--- src/rtl/interval_timer.sv ---
// Programmable interval timer: counts a selected interval in prescaled ticks
// and pulses expired once the interval has elapsed.
module interval_timer #(
  parameter int unsigned CLK_DIV  = 4,
  parameter logic [3:0]  DEF_BASE = 4'd6,
  parameter logic [3:0]  DEF_EXT  = 4'd3,
  parameter logic [3:0]  DEF_YEL  = 4'd2
) (
  input  logic       clk,
  input  logic       g_reset,
  input  logic       start_timer,
  input  logic [1:0] interval,
  input  logic       prog_sync,
  input  logic [1:0] time_param_sel,
  input  logic [3:0] time_value,
  output logic       expired,
  output logic       busy,
  output logic [3:0] remaining
);

  localparam int unsigned TW = 4;
  localparam int unsigned PW = 8;
  localparam logic [PW-1:0] PRESC_MAX = PW'(CLK_DIV - 1);

  typedef enum logic [1:0] {IDLE = 2'd0, RUN = 2'd1, DONE = 2'd2} state_t;

  state_t        state, state_n;
  logic [TW-1:0] base_reg, ext_reg, yel_reg;
  logic [TW-1:0] count;
  logic [PW-1:0] presc;
  logic          start_d;
  logic          start_ev;
  logic          tick_end;
  logic [TW-1:0] sel_val;
  logic          expired_n, busy_n;
  logic [TW-1:0] remaining_n;

  assign start_ev = start_timer & ~start_d;
  assign tick_end = (presc == PRESC_MAX);

  // Selection reads the registers before any same-cycle write lands.
  always_comb begin
    sel_val = '0;
    case (interval)
      2'b00:   sel_val = base_reg;
      2'b01:   sel_val = ext_reg;
      2'b10:   sel_val = yel_reg;
      default: sel_val = '0;
    endcase
  end

  always_ff @(posedge clk or posedge g_reset) begin
    if (g_reset) begin
      base_reg <= DEF_BASE;
      ext_reg  <= DEF_EXT;
      yel_reg  <= DEF_YEL;
    end else if (prog_sync) begin
      case (time_param_sel)
        2'b00:   base_reg <= time_value;
        2'b01:   ext_reg  <= time_value;
        2'b10:   yel_reg  <= time_value;
        default: ;
      endcase
    end
  end

  always_ff @(posedge clk or posedge g_reset) begin
    if (g_reset) state <= IDLE;
    else         state <= state_n;
  end

  // A start event overrides whatever the current state would do.
  always_comb begin
    state_n = state;
    case (state)
      IDLE:    state_n = IDLE;
      RUN:     if (tick_end && count == TW'(1)) state_n = DONE;
      DONE:    state_n = IDLE;
      default: state_n = IDLE;
    endcase
    if (start_ev) state_n = (sel_val == '0) ? DONE : RUN;
  end

  always_comb begin
    expired_n   = (state == DONE);
    busy_n      = (state != IDLE);
    remaining_n = (state == RUN) ? count : '0;
  end

  always_ff @(posedge clk or posedge g_reset) begin
    if (g_reset) begin
      expired   <= 1'b0;
      busy      <= 1'b0;
      remaining <= '0;
    end else begin
      expired   <= expired_n;
      busy      <= busy_n;
      remaining <= remaining_n;
    end
  end

  always_ff @(posedge clk or posedge g_reset) begin
    if (g_reset) begin
      start_d <= 1'b0;
      count   <= '0;
      presc   <= '0;
    end else begin
      start_d <= start_timer;
      if (start_ev) begin
        count <= sel_val;
        presc <= '0;
      end else if (state == RUN) begin
        if (tick_end) begin
          presc <= '0;
          count <= count - TW'(1);
        end else begin
          presc <= presc + PW'(1);
        end
      end
    end
  end

endmodule

--- config.mk ---
export PLATFORM = sky130hd
export DESIGN_NAME = interval_timer
export DESIGN_NICKNAME = d
export VERILOG_FILES = /design/src/rtl/interval_timer.sv
export SDC_FILE = /design/constraint.sdc
export NUM_CORES = 1
export LEC_CHECK = 0
export CAP_MARGIN = 20
export CORE_UTILIZATION = 33
export CTS_BUF_LIST = sky130_fd_sc_hd__clkbuf_2
export CTS_CLUSTER_DIAMETER = 200
export DETAILED_ROUTE_END_ITERATION = 8
export PLACE_DENSITY = 0.51
export SLEW_MARGIN = 10
export SYNTH_ARGS = -nofsm -noshare
export SYNTH_HDL_FRONTEND = slang
export SYNTH_SLANG_ARGS = --single-unit
export TNS_END_PERCENT = 1
--- constraint.sdc ---
create_clock -name clk -period 1.8 [get_ports clk]
set_input_delay 0.45 -clock clk [delete_from_list [all_inputs] [get_ports clk]]
set_output_delay 0.45 -clock clk [all_outputs]
set_load 0.03 [all_outputs]
==> flow_summary_export.csv, run 1 <==
group,metric,value,unit
run_status,status,"finished, final reports clean",
global_route,gr-usage-all-layers,14.0,%
critical_path,cp_max_fo,5,
floorplanning,die_h,71.0,µm
sta,setup_slack,0.106,ns
floorplanning,row_count,24,
detailed_routing,drt-total-wl,3010,µm
detailed_routing,ant_nets,0,
critical_path,worst-path-buf-inv,1,
yosys,synth-seq-cells,33,
sta,finalHoldViolations,0,
clock_tree,cts_inserted_buffers,5,
final_layout,n_antenna_cell,0,
clock_tree,clk_latency,0.38,ns
global_route,grt_first_pass_wirelength,5260,µm
final_layout,fill_cells,416,
sta,timing.final.crit_share,94.1,%
placement,gp_congestion,0.746,
clock_tree,cts_tree,"built",
sta,clock_skew,0.00587,ns
final_layout,largest_reg_flops,8,
final_layout,area_growth_syn_to_layout,21.3,%
sta,timing_worst_slew_pin_value,0.374,ns
yosys,synth.net_count,144,
global_route,overflow,0,
detailed_routing,wl_per_cell,14.1,µm
floorplanning,start_util,35.1,%
floorplanning,ioPinCount,18,
floorplanning,core_area,4470,µm²
final_layout,fin_cells,213,
floorplanning,die-area,5030,µm²
global_route,grt_max_degree,34,
clock_tree,ctsHoldBuffers,0,
yosys,synth.distinct_cells,39,
critical_path,endpoint_kind,"flop",
sta,clock.fmax,590,MHz
sta,rsz0062_at_grt,"no",
clock_tree,cts_root_buffer,"clkbuf_2",
critical_path,r2r_start,"presc[0]",
placement,placed_cells,205,
clock_tree,post_cts.repair.setup_buffers,0,
detailed_routing,drc,0,
global_route,antenna_found_initial,0,
sta,period_needed,1.69,ns
sta,tns,0,ns
final_layout,nets,175,
final_layout,drive_above_1_share,27.3,%
critical_path,crit_start,"interval[1]",
placement,portBuffers,17,
worst_hold_path,hold_path.class,"in -> async",
pwr,finalPower,1860,µW
sta,relSlewSlack,74.8,%
critical_path,cp.required,2.13,ns
detailed_routing,vias,1073,
detailed_routing,drtPass1Iterations,6,
pwr,powerDensity,979,nW/µm²
final_layout,mostFrequentLayoutCells,"dfrtp_1 (28), mux2_2 (13), clkdlybuf4s50_1 (11), nor2_1 (9), buf_4 (9)",
pwr,ir_drop,401,µV
critical_path,cp_slowest_cell,"clkdlybuf4s50_1",
final_layout,seq_area,832,µm²
placement,hpwl,2190,µm
clock_tree,clkSinkCount,33,
global_route,grt_pass1_vias,1049,
critical_path,cp.arrival,2.02,ns
detailed_routing,drtIter0Drc,49,
critical_path,worstSetupPathType,"in -> reg",
floorplanning,die_x,71.0,µm
placement,pre_cts_ws,-0.344,ns
critical_path,worstSetupStartpointType,"input pin",
yosys,seq_area_frac_synth,53.0,%
yosys,syn_area,1570,µm²
sta,whs,0.395,ns
critical_path,crit_family,"buffers and inverters",
clock_tree,clock_path_buffers,2,
critical_path,cp_cell_sequence,"clkdlybuf4s50_1 > mux2i_1 > o2bb2ai_1 > o41ai_2 > and3_1",
flow_run,drv_cap,0,
critical_path,critPathMaxStageDelay,0.60,ns
final_layout,multi_input_area,697,µm²
yosys,avgSynthCellArea,12.2,µm²
yosys,synth_cells,129,
clock_tree,clk_pin_slew_worst_paths,0.16,ns
yosys,yosysWarningCount,0,
final_layout,regMostFlops,"presc",
clock_tree,cts_resized,6,
sta,drv_slew,0,
sta,final-setup-viol-count,0,
clock_tree,htreeDepth,2,
detailed_routing,viasPerCell,5.04,
final_layout,layout.cells.most_common,"dfrtp_1",
pwr,static-leakage-power,0.000876,µW
==> where the power goes <==
group | internal (µW) | switching, µW | leakage (µW)
Clock | 115 | 248 | 0.0000332
Sequential | 896 | 99.1 | 0.000412
Combinational | 240 | 267 | 0.000431
==> tightest hold or removal path, cell delays in order <==
cell             delay (ns)
clkdlybuf4s50_1        0.40
inv_1                  0.09
buf_12                 0.22
==> layer usage <==
metal | vias up | GRT usage [%] | routed length, µm
li1 | 525 | - | -
met3 | 6 | 4.84 | 118
met1 | 519 | 17.9 | 1430
met5 | - | 0 | 0
met4 | 0 | 6.00 | 59
met2 | 23 | 21.8 | 1390
==> cell type report <==
| cell class | instances | share of cell area (%) |
|---|---|---|
| clock buffers | 8 | 2.10 |
| inverters | 5 | 0.986 |
| multi-input cells | 88 | 36.6 |
| flip-flops and latches | 33 | 43.7 |
| well taps | 52 | 3.42 |
| repair buffers | 27 | 13.1 |
==> through the flow <==
stage	cell area [µm²]	utilization [%]
4_1_cts	1900	42.5
6_report	1900	42.5
3_3_place_gp	1870	41.8
5_1_grt	1900	42.5
3_5_place_dp	1870	41.8
2_1_floorplan	1570	-
==> final timing paths <==
check | slack, ns | to | depth (start not counted)
worst max-delay path | 0.11 | state[1] | 5
worst min register to register | 0.50 | expired | 1
worst max register to register | 0.16 | count[1] | 5
max in group asynchronous | 1.16 | ext_reg[0] | 3
min in group clk | 0.50 | expired | 1
worst min-delay path | 0.40 | yel_reg[0] | 3
==> cell usage after synthesis <==
cell	number	area, µm²
dfrtp_1	28	701
mux2_2	13	146
nor2_1	9	33.8
xor2_1	7	61.3
dfstp_2	5	131
inv_1	5	18.8
mux2i_1	5	50.1
nand2_1	5	18.8
o21ai_0	5	25.0
o2bb2ai_1	4	35.0
and3_1	3	18.8
ha_1	3	37.5
nor2b_1	3	18.8
o2111ai_1	3	26.3
and2_1	2	12.5
buf_2	2	10.0
nand2b_1	2	12.5
nand3b_1	2	15.0
nand4_1	2	12.5
nor3b_1	2	15.0
a211o_2	1	10.0
a21o_1	1	7.51
a21oi_1	1	5.00
and2b_1	1	7.51
and3_2	1	7.51
buf_6	1	11.3
nand2_2	1	6.26
nand3_2	1	10.0
nor3_1	1	5.00
nor3_2	1	10.0
nor4_1	1	6.26
nor4b_4	1	23.8
o21ai_1	1	5.00
o22ai_1	1	6.26
o311ai_0	1	8.76
o31ai_1	1	7.51
o41ai_2	1	16.3
or2_2	1	6.26
xnor2_1	1	8.76
==> cells by family after synthesis <==
logic type / count (synthesis) / share of synthesized area, %
simple gates: 39 / 15.3
fa+ha+maj: 3 / 2.39
compound gates: 20 / 9.73
flops: 33 / 53.0
buf+inv: 8 / 2.55
mux: 18 / 12.5
xor+xnor: 8 / 4.47
No activity file was read; power rests on OpenSTA's default activity.
==> run 2: changes to the inputs <==
- clock period: 1.8 -> 2.1 ns (I/O delays scaled with it)
==> run 2 against run 1 <==
Effect of this change: the flow now finishes with violations (DRC); critical path depth decreased by 4; combinational power fell by 14%; sequential share of layout area is 0.88 points higher; first-iteration DRC count down 14%; sequential power fell by 14%; non-clock buffer count decreased by 4; critical path type is now reg -> out; largest cell class unchanged; highest routed layer unchanged.
==> flow_summary_export.csv, run 2 (synthesized netlist as in run 1, its figures left out) <==
group,metric,value,unit
floorplanning,die-area,5030,µm²
flow_run,drv_cap,0,
sta,period_needed,1.90,ns
sta,clock_skew,0.0158,ns
placement,portBuffers,17,
final_layout,regMostFlops,"presc",
final_layout,fill_cells,436,
final_layout,n_antenna_cell,0,
sta,final-setup-viol-count,0,
critical_path,cp_max_fo,1,
detailed_routing,drt-total-wl,2930,µm
worst_hold_path,hold_path.class,"reg -> reg",
sta,timing.final.crit_share,90.6,%
critical_path,r2r_start,"presc[0]",
global_route,gr-usage-all-layers,13.3,%
critical_path,crit_family,"buffers and inverters",
critical_path,worstSetupStartpointType,"flop",
floorplanning,core_area,4470,µm²
clock_tree,clk_pin_slew_worst_paths,0.17,ns
clock_tree,post_cts.repair.setup_buffers,0,
pwr,powerDensity,843,nW/µm²
floorplanning,ioPinCount,18,
global_route,grt_max_degree,34,
sta,drv_slew,0,
sta,finalHoldViolations,0,
detailed_routing,vias,1037,
clock_tree,cts_root_buffer,"clkbuf_2",
worst_hold_path,whs_endpoint,"expired",
sta,rsz0062_at_grt,"no",
worst_hold_path,worstHoldStart,"state[0]",
clock_tree,cts_tree,"built",
clock_tree,cts_resized,0,
global_route,grt_pass1_vias,1045,
final_layout,area_growth_syn_to_layout,18.9,%
final_layout,nets,171,
critical_path,cp.arrival,1.38,ns
global_route,overflow,0,
clock_tree,clk_latency,0.36,ns
critical_path,worst_r2r_path_depth,5,
critical_path,endpoint_kind,"primary output",
worst_hold_path,whs_path_depth,1,
critical_path,timing.rr.end,"count[1]",
critical_path,worst-path-buf-inv,1,
final_layout,post-route-util,41.7,%
run_status,violations,"DRC",
sta,relSlewSlack,72.4,%
final_layout,largest_reg_flops,8,
critical_path,cp_cell_sequence,"clkdlybuf4s50_1",
placement,gp_congestion,0.750,
sta,timing_worst_slew_pin_value,0.414,ns
global_route,grt_first_pass_wirelength,5040,µm
critical_path,worst-r2r-setup-slack,0.41,ns
pwr,static-leakage-power,0.000824,µW
final_layout,layout.cells.most_common,"dfrtp_1",
critical_path,worstSetupPathType,"reg -> out",
final_layout,final_cell_area,1870,µm²
detailed_routing,drc,1,
critical_path,cp_slowest_cell,"clkdlybuf4s50_1",
detailed_routing,wl_per_cell,14.0,µm
clock_tree,clkSinkCount,33,
final_layout,multi_input_area,697,µm²
final_layout,drive_above_1_share,24.2,%
detailed_routing,drtPass1Iterations,8,
clock_tree,clock_path_buffers,2,
floorplanning,die_x,71.0,µm
clock_tree,ctsHoldBuffers,0,
detailed_routing,drtIter0Drc,42,
final_layout,mostFrequentLayoutCells,"dfrtp_1 (28), clkdlybuf4s50_1 (17), mux2_2 (13), nor2_1 (9), xor2_1 (7)",
critical_path,cp.required,1.57,ns
clock_tree,htreeDepth,2,
floorplanning,row_count,24,
clock_tree,cts_inserted_buffers,5,
detailed_routing,ant_nets,0,
placement,placed_cell_area,1830,µm²
run_status,status,"finished, violations left",
global_route,antenna_found_initial,0,
sta,clock.fmax,526,MHz
floorplanning,die_h,71.0,µm
placement,hpwl,2190,µm
floorplanning,start_util,35.1,%
detailed_routing,viasPerCell,4.96,
critical_path,critPathMaxStageDelay,0.66,ns
final_layout,seq_area,832,µm²
pwr,ir_drop,333,µV
[run 2: changes by cell type in the layout (fill, tap and decap cells not counted), sizes merged]
cell,delta
clkdlybuf4s50,+6
dlygate4sd2,-6
buf,-4
clkbuf,-3
clkinv,+3
[run 2: worst max path at each step]
stage | depth (start not counted) | start | end | slack, ns
3_3_place_gp | 5 | interval[1] | state[1] | 0.002
3_5_place_dp | 5 | interval[1] | state[1] | -0.04
6_report | 1 | remaining[2] | remaining[2] | 0.20
4_1_cts | 1 | remaining[2] | remaining[2] | 0.16
2_1_floorplan | 5 | presc[0] | count[1] | 0.59
5_1_grt | 1 | remaining[2] | remaining[2] | 0.09
[run 2: cell type report]
cell class / count / area share [%]
tap: 52 / 3.49
clock buffer: 5 / 1.34
clock inverter: 3 / 0.671
multi-input combinational: 88 / 37.4
timing repair buffer: 23 / 11.5
sequential: 33 / 44.6
inverter: 5 / 1.01
[run 2: stage by stage]
stage	setup slack (ns)	hold WS (ns)	TNS, ns	total power [µW]	instances
global placement	0.00191	0.463	0	1300	201
floorplan	0.594	0.433	0	1150	129
detailed placement	-0.0392	0.478	-0.0627	1310	201
finish	0.198	0.494	0	1570	209
CTS	0.155	0.510	0	1600	209
global route	0.0875	0.516	0	1680	209
[run 2: where the power goes]
part / internal, µW / leakage (µW) / switching (µW) / total [µW]
clock: 72.9 / 0.0000278 / 212 / 284
sequential: 768 / 0.000412 / 84.4 / 852
combinational: 209 / 0.000384 / 227 / 437
total: 1050 / 0.000824 / 523 / 1570
[run 2: layer usage]
layer	GRT usage, %	routed length [µm]	vias up	share of wire, %
met5	0	0	-	0
met4	4.67	28	0	0.96
met3	4.84	114	5	3.9
met2	21.5	1400	22	48
met1	16.4	1380	496	47
li1	-	-	514	-
==> RTL change 1 (config.mk and constraints of run 1) <==
The output `remaining` loses its register stage (`remaining` becomes a continuous assignment).
--- a/src/rtl/interval_timer.sv
+++ b/src/rtl/interval_timer.sv
@@ -91,13 +91,13 @@
     if (g_reset) begin
       expired   <= 1'b0;
       busy      <= 1'b0;
-      remaining <= '0;
     end else begin
       expired   <= expired_n;
       busy      <= busy_n;
-      remaining <= remaining_n;
     end
   end
+
+  assign remaining = remaining_n;
 
   always_ff @(posedge clk or posedge g_reset) begin
     if (g_reset) begin
Behaviour: not the same (Yosys sat finds a counterexample within 4 cycles, from zero or initial values and one cycle with g_reset high).
==> RTL change 1 against run 1 <==
  * Sequential cell count is 4 lower
  * Synthesized cell count is 2.3% lower
  * Design area is 5.5% lower
  * Cell count stayed put
  * Core utilization is 1.5 points higher
  * Routed wire length is 6.9% lower
  * Synthesized area is 8.9% lower
  * First-iteration DRC count is 10% higher
  * Total power is 5.1% higher
  * Register-to-register slack hardly changed
  * Fmax is 1.3% lower
  * Setup slack worse by 0.023 ns
  * Die area is 8.6% lower
  * Critical endpoint is now remaining[0]
  * Largest cell class unchanged
==> RTL change 1: results <==
detailed_routing:
  wl_met3_um: 102
  wirelength_mm: 2.80
  drtIter0Drc: 54
  wl_per_cell_um: 13.1
  dr.pass1.iters: 5
  vias_per_cell: 4.80
  wl_met2_mm: 1.34
  met1_length_mm: 1.32
power_and_ir_drop:
  pwr-share-comb_pct: 36.8
  internal_power_mw: 1.25
  irDropWorstVdd_uv: 443
  pg_clk_mw: 0.320
  power_leakage_nw: 0.830
synth:
  synthTopCellsByArea: "dfrtp_1, mux2_2, dfstp_2"
  synth_seq_area_share_pct: 51.2
  synth_flop_cell: "dfrtp_1"
  yosys-top-cells-count: "dfrtp_1, mux2_2, nor2_1"
  syn_nets: 141
  ys_types: 30
  avgSynthCellArea_um2: 11.4
  ys_async_sr_fraction_pct: 100
  synth_warnings: 0
layout:
  fillerInstances: 406
  largest_reg_flops: 8
  layout.nets: 177
  drive_gt1_share_pct: 29.4
placed_design:
  gp_congestion: 0.709
  hpwl_mm: 2.10
  dp_worst_setup_slack_ns: -0.414
  dp.cells: 204
  portBuffers: 17
timing:
  fin_crit_sh_pct: 95.4
  slew_headroom_pct: 75.5
  final.setup_skew_ns: 0.0122
clock_tree:
  clkSlewWorstSetupHoldPaths_ns: 0.14
  worstSkewPairLatency_ns: 0.34
worst_setup_path:
  crit_start: "state[1]"
  endpoint: "remaining[0]"
  cp_data_arrival_time_ns: 1.27
  timing.rr.end: "state[1]"
  reg2regPathDepth: 4
  r2r-start: "base_reg[1]"
grt:
  grt_use_met1_pct: 19.5
  grt_usage_pct: 14.8
  grtUsageMet2_pct: 22.5
  grt_pass1_wl_mm: 4.80
  grt_util_met3_pct: 4.00
  grt_max_degree: 30
  grt_pass1_vias: 1028
status:
  status: "complete, no violations"
## RTL change 1: critical path: stages, from the launching register on
cell,delay (ns)
dfrtp_1,0.42
nand2b_1,0.21
nor2_1,0.12
buf_4,0.17
## RTL change 1: through the flow
step,total power [mW],TNS (ns),utilization [%],instance area (um2)
after CTS,1.98,0,43.5,1780
final,1.96,0,44.0,1800
after detailed placement,1.65,-1.20,42.6,1740
after global placement,1.65,-1.04,42.6,1740
after global routing,2.13,-0.214,44.0,1800
after floorplan,1.39,0,-,1430
## RTL change 1: worst min-delay path by stage
| stage | slack, ns | to | start | depth (start not counted) |
|---|---|---|---|---|
| 3_5_place_dp | 0.45 | expired | state[0] | 1 |
| 3_3_place_gp | 0.45 | expired | state[0] | 1 |
| 4_1_cts | 0.43 | presc[3] | g_reset | 3 |
| 6_report | 0.45 | presc[4] | g_reset | 3 |
| 5_1_grt | 0.47 | count[0] | g_reset | 3 |
| 2_1_floorplan | 0.43 | expired | state[0] | 1 |
## RTL change 1: cells by family (layout without fill, tap and decap cells)
family / after synthesis / after routing / share of synthesized area, %
DFF: 29 / 29 / 51.2
adders and majority gates: 3 / 3 / 2.62
buffers and inverters: 7 / 44 / 2.36
and+or+nand+nor: 46 / 46 / 17.1
AOI/OAI and AO/OA: 15 / 15 / 7.96
xor gates and xnor gates: 9 / 9 / 5.51
muxes: 17 / 17 / 13.3
## RTL change 1: area by class of cell
| class | count | area share (%) |
|---|---|---|
| clock buffers | 8 | 2.23 |
| flip-flops and latches | 29 | 40.7 |
| multi-input cells | 90 | 37.6 |
| repair buffers | 32 | 15.2 |
| well taps | 50 | 3.48 |
| inverters | 4 | 0.835 |
## RTL change 1: repair_timing
item                       4_1_cts  5_1_grt
buffers inserted                 0        1
pin swaps                        1        2
setup endpoints to repair        3        6
resized for setup                2        2
==> RTL change 2 (config.mk and constraints of run 1) <==
Made on the original files. `PW`: 8 -> 12.
--- a/src/rtl/interval_timer.sv
+++ b/src/rtl/interval_timer.sv
@@ -19,7 +19,7 @@
 );
 
   localparam int unsigned TW = 4;
-  localparam int unsigned PW = 8;
+  localparam int unsigned PW = 12;
   localparam logic [PW-1:0] PRESC_MAX = PW'(CLK_DIV - 1);
 
   typedef enum logic [1:0] {IDLE = 2'd0, RUN = 2'd1, DONE = 2'd2} state_t;
Behaviour: no difference found for any inputs over 10 cycles, from zero or initial values and one cycle with g_reset high; that may be too few to reach the edited logic, so the function may still have changed.
==> RTL change 2 against run 1 <==
  * Sequential share of layout area shrank 3.2 points
  * Routed wire length grew 27%
  * Register-to-register slack lost 0.03 ns
  * Total power grew 16%
  * Synthesized area grew 15%
  * Largest cell class unchanged
  * Setup slack gained 0.026 ns
  * Sequential cell count grew 4
  * Design area grew 21%
==> RTL change 2: results <==
synth:
  synth_warnings: 0
  syn-instance-count: 160
  synth_seq_area_share_pct: 51.7
  yosys-top-cells-count: "dfrtp_1, nor2_1, mux2_2"
  syn_nets: 175
  synthTopCellsByArea: "dfrtp_1, mux2_2, dfstp_2"
  ys_async_sr_fraction_pct: 100
  ys_types: 43
worst_setup_path:
  crit_start: "presc[7]"
  endpoint: "count[3]"
  cp_data_arrival_time_ns: 2.01
  critPathMaxFanout: 6
  max_stage_delay_ns: 0.47
  cp_slowest_cell: "dfrtp_1"
  reg2regPathDepth: 4
  reg2reg_slack_ns: 0.13
layout:
  num_antenna_cells: 0
  largest_register: "presc"
  largest_reg_flops: 12
  layout.nets: 214
  drive_gt1_share_pct: 27.0
  layoutNonFillerInstCount: 270
grt:
  antenna_found_initial: 0
  grt_max_degree: 38
  grt_pass1_vias: 1367
  grt_pass1_wl_mm: 6.64
  grt_usage_pct: 14.7
detailed_routing:
  topRoutingLayerUsed: "met4"
  wl_met2_mm: 1.86
  dr_total_vias: 1341
  dr.pass1.iters: 4
  drtIter0Drc: 64
  wirelength_mm: 3.82
  wl_met3_um: 129
  met1_length_mm: 1.75
clock_tree:
  worstSkewPairLatency_ns: 0.39
  clkSlewWorstSetupHoldPaths_ns: 0.20
  numCtsBuffers: 5
  clock_path_buffers: 2
  cts_htree_levels: 2
  cts-root-buf: "clkbuf_2"
placed_design:
  portBuffers: 17
  dpl_cell_area_mm2: 0.00222
  dp.cells: 262
  hpwl_mm: 2.87
  gp_congestion: 0.823
power_and_ir_drop:
  irDropWorstVdd_uv: 440
  power_leakage_nw: 0.999
status:
  status: "complete, no violations"
timing:
  tightestPinTransition_ns: 0.460
  final.setup_skew_ns: 0.0217
hold_path:
  hold_class: "in2async"
[RTL change 2: what timing repair did]
item / CTS / global route
hold endpoints to repair: 0 / 0
gates resized for setup: 7 / 5
setup buffers: 0 / 0
setup endpoints to repair: 8 / 4
[RTL change 2: worst min-delay path by stage]
stage / cells after the start / to / slack (ns) / startpoint
6_report: 3 / ext_reg[2] / 0.35 / g_reset
5_1_grt: 3 / presc[0] / 0.37 / g_reset
4_1_cts: 3 / ext_reg[2] / 0.34 / g_reset
3_5_place_dp: 1 / expired / 0.46 / state[0]
3_3_place_gp: 1 / expired / 0.46 / state[0]
2_1_floorplan: 1 / expired / 0.43 / state[0]
[RTL change 2: kinds of logic (layout without fill, tap and decap cells)]
group | Yosys count | count (layout) | share of synthesized area (%)
AO/OA/AOI/OAI | 27 | 27 | 11.0
multiplexers | 16 | 16 | 9.72
AND/OR/NAND/NOR | 56 | 56 | 18.5
adder cells (fa/ha/maj) | 3 | 3 | 2.08
XOR/XNOR | 9 | 9 | 4.37
buffers and inverters | 12 | 52 | 2.71
flip-flops | 37 | 37 | 51.7
[RTL change 2: report_power, final]
part           switching (mW)  total, mW  internal (mW)
combinational           0.302      0.586          0.284
sequential             0.0814       1.06          0.976
clock                   0.280      0.510          0.230
total                   0.663       2.15           1.49
[RTL change 2: worst max-delay path, delay by kind of cell (launching register included)]
family	cells	cell delay [ns]
compound gates	1	0.16
simple gates	3	1.00
flops	1	0.47
[RTL change 2: through the flow]
step,hold slack [ns],util [%],setup WS (ns)
final,0.353,44.5,0.132
after global routing,0.369,44.5,0.00295
after CTS,0.344,44.1,0.0614
after detailed placement,0.457,42.9,-0.467
after global placement,0.461,42.9,-0.329
after floorplan,0.431,-,0.168
[RTL change 2: final cells by class]
cell class                      instances  area [um2]
Inverter                                6        22.5
Multi-Input combinational cell        111         846
Sequential cell                        37         932
Timing Repair Buffer                   38         348
Fill cell                             501        2870
Tap cell                               70        87.6
Clock inverter                          3        41.3
Clock buffer                            5        25.0
[RTL change 2: layer usage]
metal,track usage [%],vias up
li1,-,652
met4,5.77,0
met1,18.6,658
met5,0,-
met3,3.98,8
met2,24.0,23
